--- config.mk ---
export PLATFORM = sky130hd
export DESIGN_NAME = v_duty_decoder
export DESIGN_NICKNAME = d
export VERILOG_FILES = /design/src/rtl/v_duty_decoder.sv
export SDC_FILE = /design/constraint.sdc
export NUM_CORES = 1
export LEC_CHECK = 0
export ABC_AREA = 1
export ABC_CLOCK_PERIOD_IN_PS = 4250
export BUFFER_PORTS_ARGS = -buffer_cell sky130_fd_sc_hd__buf_2
export CORE_MARGIN = 1
export CORE_UTILIZATION = 45
export DETAILED_ROUTE_END_ITERATION = 7
export GPL_TIMING_DRIVEN = 0
export PLACE_DENSITY = 0.62
export RECOVER_POWER = 100
export SYNTH_ARGS = -nofsm -noshare
export SYNTH_HDL_FRONTEND = slang
export SYNTH_SLANG_ARGS = --single-unit
--- constraint.sdc ---
create_clock -name iODCK -period 4.25 [get_ports iODCK]
set_input_delay 0.2125 -clock iODCK [delete_from_list [all_inputs] [get_ports iODCK]]
set_output_delay 0.2125 -clock iODCK [all_outputs]
set_load 0.01 [all_outputs]
--- src/rtl/v_duty_decoder.sv ---
// Receive-side V_Duty checker: measures the first pulse per frame (high width and trailing
// low width), classifies it as none/AVG/MAX/unknown and publishes the results on each iVSYNC rise.
module v_duty_decoder #(
  parameter int CNT_W  = 18,
  parameter int AVG_ON = 140520,
  parameter int MAX_ON = 158120,
  parameter int TOL    = 8
) (
  input  logic             iODCK,
  input  logic             iRST,
  input  logic             iVSYNC,
  input  logic             iV_Duty,
  output logic [CNT_W-1:0] oOnCnt,
  output logic [CNT_W-1:0] oOffCnt,
  output logic [1:0]       oMode,
  output logic             oErr,
  output logic             oValid
);

  typedef enum logic [2:0] {IDLE, WAIT, ON, OFF, HOLD} state_t;

  localparam logic [CNT_W-1:0]        CNT_MAX = '1;
  localparam logic signed [CNT_W:0]   AVG_S   = (CNT_W+1)'(AVG_ON);
  localparam logic signed [CNT_W:0]   MAX_S   = (CNT_W+1)'(MAX_ON);
  localparam logic signed [CNT_W:0]   TOL_S   = (CNT_W+1)'(TOL);

  state_t           state, stateNxt;
  logic             vsD, dutyD;
  logic [CNT_W-1:0] onCnt, offCnt, onNxt, offNxt;
  logic             multi, ovf, multiNxt, ovfNxt;
  logic             frameEdge, rise, publish;
  logic signed [CNT_W:0] avgDiff, maxDiff;
  logic             avgHit, maxHit;
  logic [1:0]       modeCls;

  assign frameEdge = iVSYNC & ~vsD;
  assign rise      = iV_Duty & ~dutyD;

  // Signed one-bit-wider difference keeps the tolerance window symmetric around the target.
  assign avgDiff = $signed({1'b0, onCnt}) - AVG_S;
  assign maxDiff = $signed({1'b0, onCnt}) - MAX_S;
  assign avgHit  = (avgDiff <= TOL_S) && (avgDiff >= -TOL_S);
  assign maxHit  = (maxDiff <= TOL_S) && (maxDiff >= -TOL_S);

  always_comb begin
    modeCls = 2'b11;
    if (state == WAIT)  modeCls = 2'b00;
    else if (avgHit)    modeCls = 2'b01;
    else if (maxHit)    modeCls = 2'b10;
  end

  always_comb begin
    stateNxt = state;
    onNxt    = onCnt;
    offNxt   = offCnt;
    multiNxt = multi;
    ovfNxt   = ovf;
    publish  = 1'b0;
    case (state)
      IDLE: if (frameEdge) stateNxt = WAIT;
      WAIT: if (rise) begin
        stateNxt = ON;
        onNxt    = CNT_W'(1);
      end
      ON: begin
        if (iV_Duty) begin
          if (onCnt == CNT_MAX) ovfNxt = 1'b1;
          else                  onNxt  = onCnt + 1'b1;
        end else begin
          stateNxt = OFF;
          offNxt   = CNT_W'(1);
        end
      end
      OFF: begin
        if (rise) begin
          stateNxt = HOLD;
          multiNxt = 1'b1;
        end else if (offCnt == CNT_MAX) ovfNxt = 1'b1;
        else                            offNxt = offCnt + 1'b1;
      end
      default: ;
    endcase
    // Frame boundary overrides the per-state update; a coincident rise opens the new frame in ON.
    if (frameEdge && state != IDLE) begin
      publish  = 1'b1;
      multiNxt = 1'b0;
      ovfNxt   = 1'b0;
      offNxt   = '0;
      if (rise) begin
        stateNxt = ON;
        onNxt    = CNT_W'(1);
      end else begin
        stateNxt = WAIT;
        onNxt    = '0;
      end
    end
  end

  always_ff @(posedge iODCK) begin
    if (iRST) begin
      state   <= IDLE;
      vsD     <= 1'b0;
      dutyD   <= 1'b0;
      onCnt   <= '0;
      offCnt  <= '0;
      multi   <= 1'b0;
      ovf     <= 1'b0;
      oOnCnt  <= '0;
      oOffCnt <= '0;
      oMode   <= 2'b00;
      oErr    <= 1'b0;
      oValid  <= 1'b0;
    end else begin
      state  <= stateNxt;
      vsD    <= iVSYNC;
      dutyD  <= iV_Duty;
      onCnt  <= onNxt;
      offCnt <= offNxt;
      multi  <= multiNxt;
      ovf    <= ovfNxt;
      oValid <= publish;
      if (publish) begin
        oOnCnt  <= onCnt;
        oOffCnt <= offCnt;
        oMode   <= modeCls;
        oErr    <= multi | ovf | (state == ON);
      end
    end
  end

endmodule

==> results.toml <==
[outcome]
status = "completed"

[logic_synthesis]
syn_area_sq_um = 4790
synthFlopType = "dfxtp_1"
ys_warn_count = 0
syn_area_per_cell_sq_um = 6.40
synth_area_leaders = "dfxtp_1, nand2_1, o21ai_0"
syn-num-nets = 760
synth_edf_count = 0
synth_top_area_cell = "dfxtp_1"
postSynthCellCount = 749
ys_seq_elements = 83
ys_types = 36
synthArstFlopShare_pct = 0
yosysSeqAreaShare_pct = 34.7
yosysTopAreaCellShare_pct = 34.7

[final_layout]
layout_commonest_cell = "nand2_1"
syn2layout_area_growth_pct = 10.7
final_core_util_pct = 51.4
drive_gt1_share_pct = 5.95
stdcell_area_sq_um = 5310
n_fill_cell = 1099
layout.cells.most_common_list = "nand2_1, dfxtp_1, nor2_1"
final_cell_count_no_fill = 943
nets = 813
diodes = 0

[worst_setup_path]
rr_worst_depth = 10
worstReg2RegStart = "onCnt[0]"
cp.arrival_ns = 2.96
worstPathMaxFanout = 10
reg2reg_slack_ns = 1.59
crit_end = "onCnt[8]"
end_kind = "flop"
cp.required_ns = 4.54
startpoint = "onCnt[0]"
worstReg2RegEnd = "onCnt[8]"
crit_type = "reg -> reg"
worstSetupStartpointType = "flop"

[floorplanning]
pin_count = 44
die-height_um = 105
rows = 37
core_sq_um = 10300
die_w_um = 105
start_util_pct = 46.4
dieArea_sq_um = 11100

[detailed_routing]
drc = 0
drt_iter0_drc = 234
wl_per_cell_um = 14.5
firstDrtPassIters = 5
wl_um = 13600
postRouteAntennaNets = 0
viasPerCell = 5.31
num_vias = 5012

[sta]
clock.fmax_ghz = 0.375
hold_viol_final = 0
setup_viol = 0
tightest_slew_ns = 0.721
holdWs_ns = 0.0907
slew_viol_final = 0
setup_tns_ns = 0
period_minus_slack_ns = 2.66
setup_slack_ns = 1.59
min_period_over_period_pct = 62.7
skew_ns = 0.00964
maxSlewHeadroom_pct = 51.9
rsz0062_at_grt = "false"

[job]
max_cap_viol_count = 0

[global_routing]
grt_antenna_before_repair = 0
grt_pass1_vias = 4977
grt_pass1_wl_um = 22700
grt_max_degree = 16
overflow = 0
grt.total_usage_pct = 25.9

[clocking]
htree_levels = 3
numCtsBuffers = 9
root_buffer = "clkbuf_8"
cts_hold_buf = 0
cts_buffer_depth = 2
path_clk_slew_ns = 0.09
clk_latency_ns = 0.36
ctsResizeCount = 0
post_cts.repair.setup_buffers = 0
cts_tree = "yes"
cts.sinks = 83

[pwr]
finalPower_mw = 2.13
leakage_nw = 2.27
ir_worst_vdd_v = 0.000229
powerDensity_nw_per_um2 = 402

[placed_design]
gp_congestion = 0.942
port_buffers = 42
place_area_sq_um = 5170
dpl.hpwl_um = 10400
pre_cts_ws_ns = 1.95
placed_cells = 927

[worst_hold_path]
hp-class = "in -> reg"
[cell usage after synthesis (4+ instances only)]
| cell | instances |
|---|---|
| a22o_1 | 4 |
| ha_1 | 7 |
| buf_2 | 12 |
| o21ai_0 | 58 |
| nor3_1 | 28 |
| a21oi_1 | 39 |
| dfxtp_1 | 83 |
| nand2_2 | 4 |
| nand3_1 | 53 |
| nand2_1 | 220 |
| clkbuf_1 | 9 |
| inv_1 | 71 |
| nor4_1 | 4 |
| nand4_1 | 15 |
| nor2_2 | 6 |
| inv_2 | 12 |
| xor2_1 | 18 |
| o21ai_1 | 5 |
| nor2_1 | 76 |
[where the power goes]
part / internal (mW) / switching [mW]
Combinational: 0.144 / 0.401
Clock: 0.396 / 0.312
Sequential: 0.829 / 0.0491
Total: 1.37 / 0.762
[metal layers]
| metal | part of all wire (%) | GRT usage [%] |
|---|---|---|
| met1 | 43 | 29.6 |
| met2 | 49 | 44.9 |
| met3 | 3.7 | 3.93 |
| met4 | 4.4 | 16.2 |
| met5 | 0 | 0 |
[flip-flops by register name, summed over array words and instances, names as in the netlist]
signal / count
oOffCnt: 18
oOnCnt: 18
offCnt: 18
onCnt: 18
state: 3
oMode: 2
dutyD: 1
multi: 1
oErr: 1
oValid: 1
ovf: 1
vsD: 1
[area by class of cell]
type	instances	area (sq um)	area share, %
multi-input combinational	558	2650	49.9
sequential	83	1660	31.3
inverter	84	315	5.94
tap	136	170	3.21
timing repair buffer	42	160	3.02
clock buffer	9	124	2.33
clock inverter	7	124	2.33
buffer	24	103	1.93
[kinds of logic (layout without fill, tap and decap cells)]
group | Yosys count | in the layout | synth area share (%)
AOI/OAI and AO/OA | 116 | 116 | 13.1
xor gates and xnor gates | 19 | 19 | 3.47
adders and majority gates | 7 | 7 | 1.83
buffers and inverters | 108 | 166 | 9.17
DFF | 83 | 83 | 34.7
and+or+nand+nor | 416 | 416 | 37.7
[critical path, stage by stage, from the launching register on]
cell and delay, ns:
dfxtp_1 0.43, ha_1 0.19, nand2_1 0.08, nor2_1 0.29, nand4_1 0.25, o21ai_0 0.38, nand2_1 0.09, nand2_1 0.14
clkbuf_1 0.38, o21ai_0 0.20, nor3b_2 0.17
[worst min-delay path by stage]
stage | start | end | slack (ns) | cells past startpoint
global placement | oOnCnt[7] | oOnCnt[7] | 0.44 | 2
global route | iVSYNC | vsD | 0.11 | 3
detailed placement | oOffCnt[6] | oOffCnt[6] | 0.44 | 2
floorplan | iVSYNC | vsD | 0.34 | 2
finish | iVSYNC | vsD | 0.09 | 3
CTS | iVSYNC | vsD | 0.09 | 3
Power figures use the tool's default switching activity.
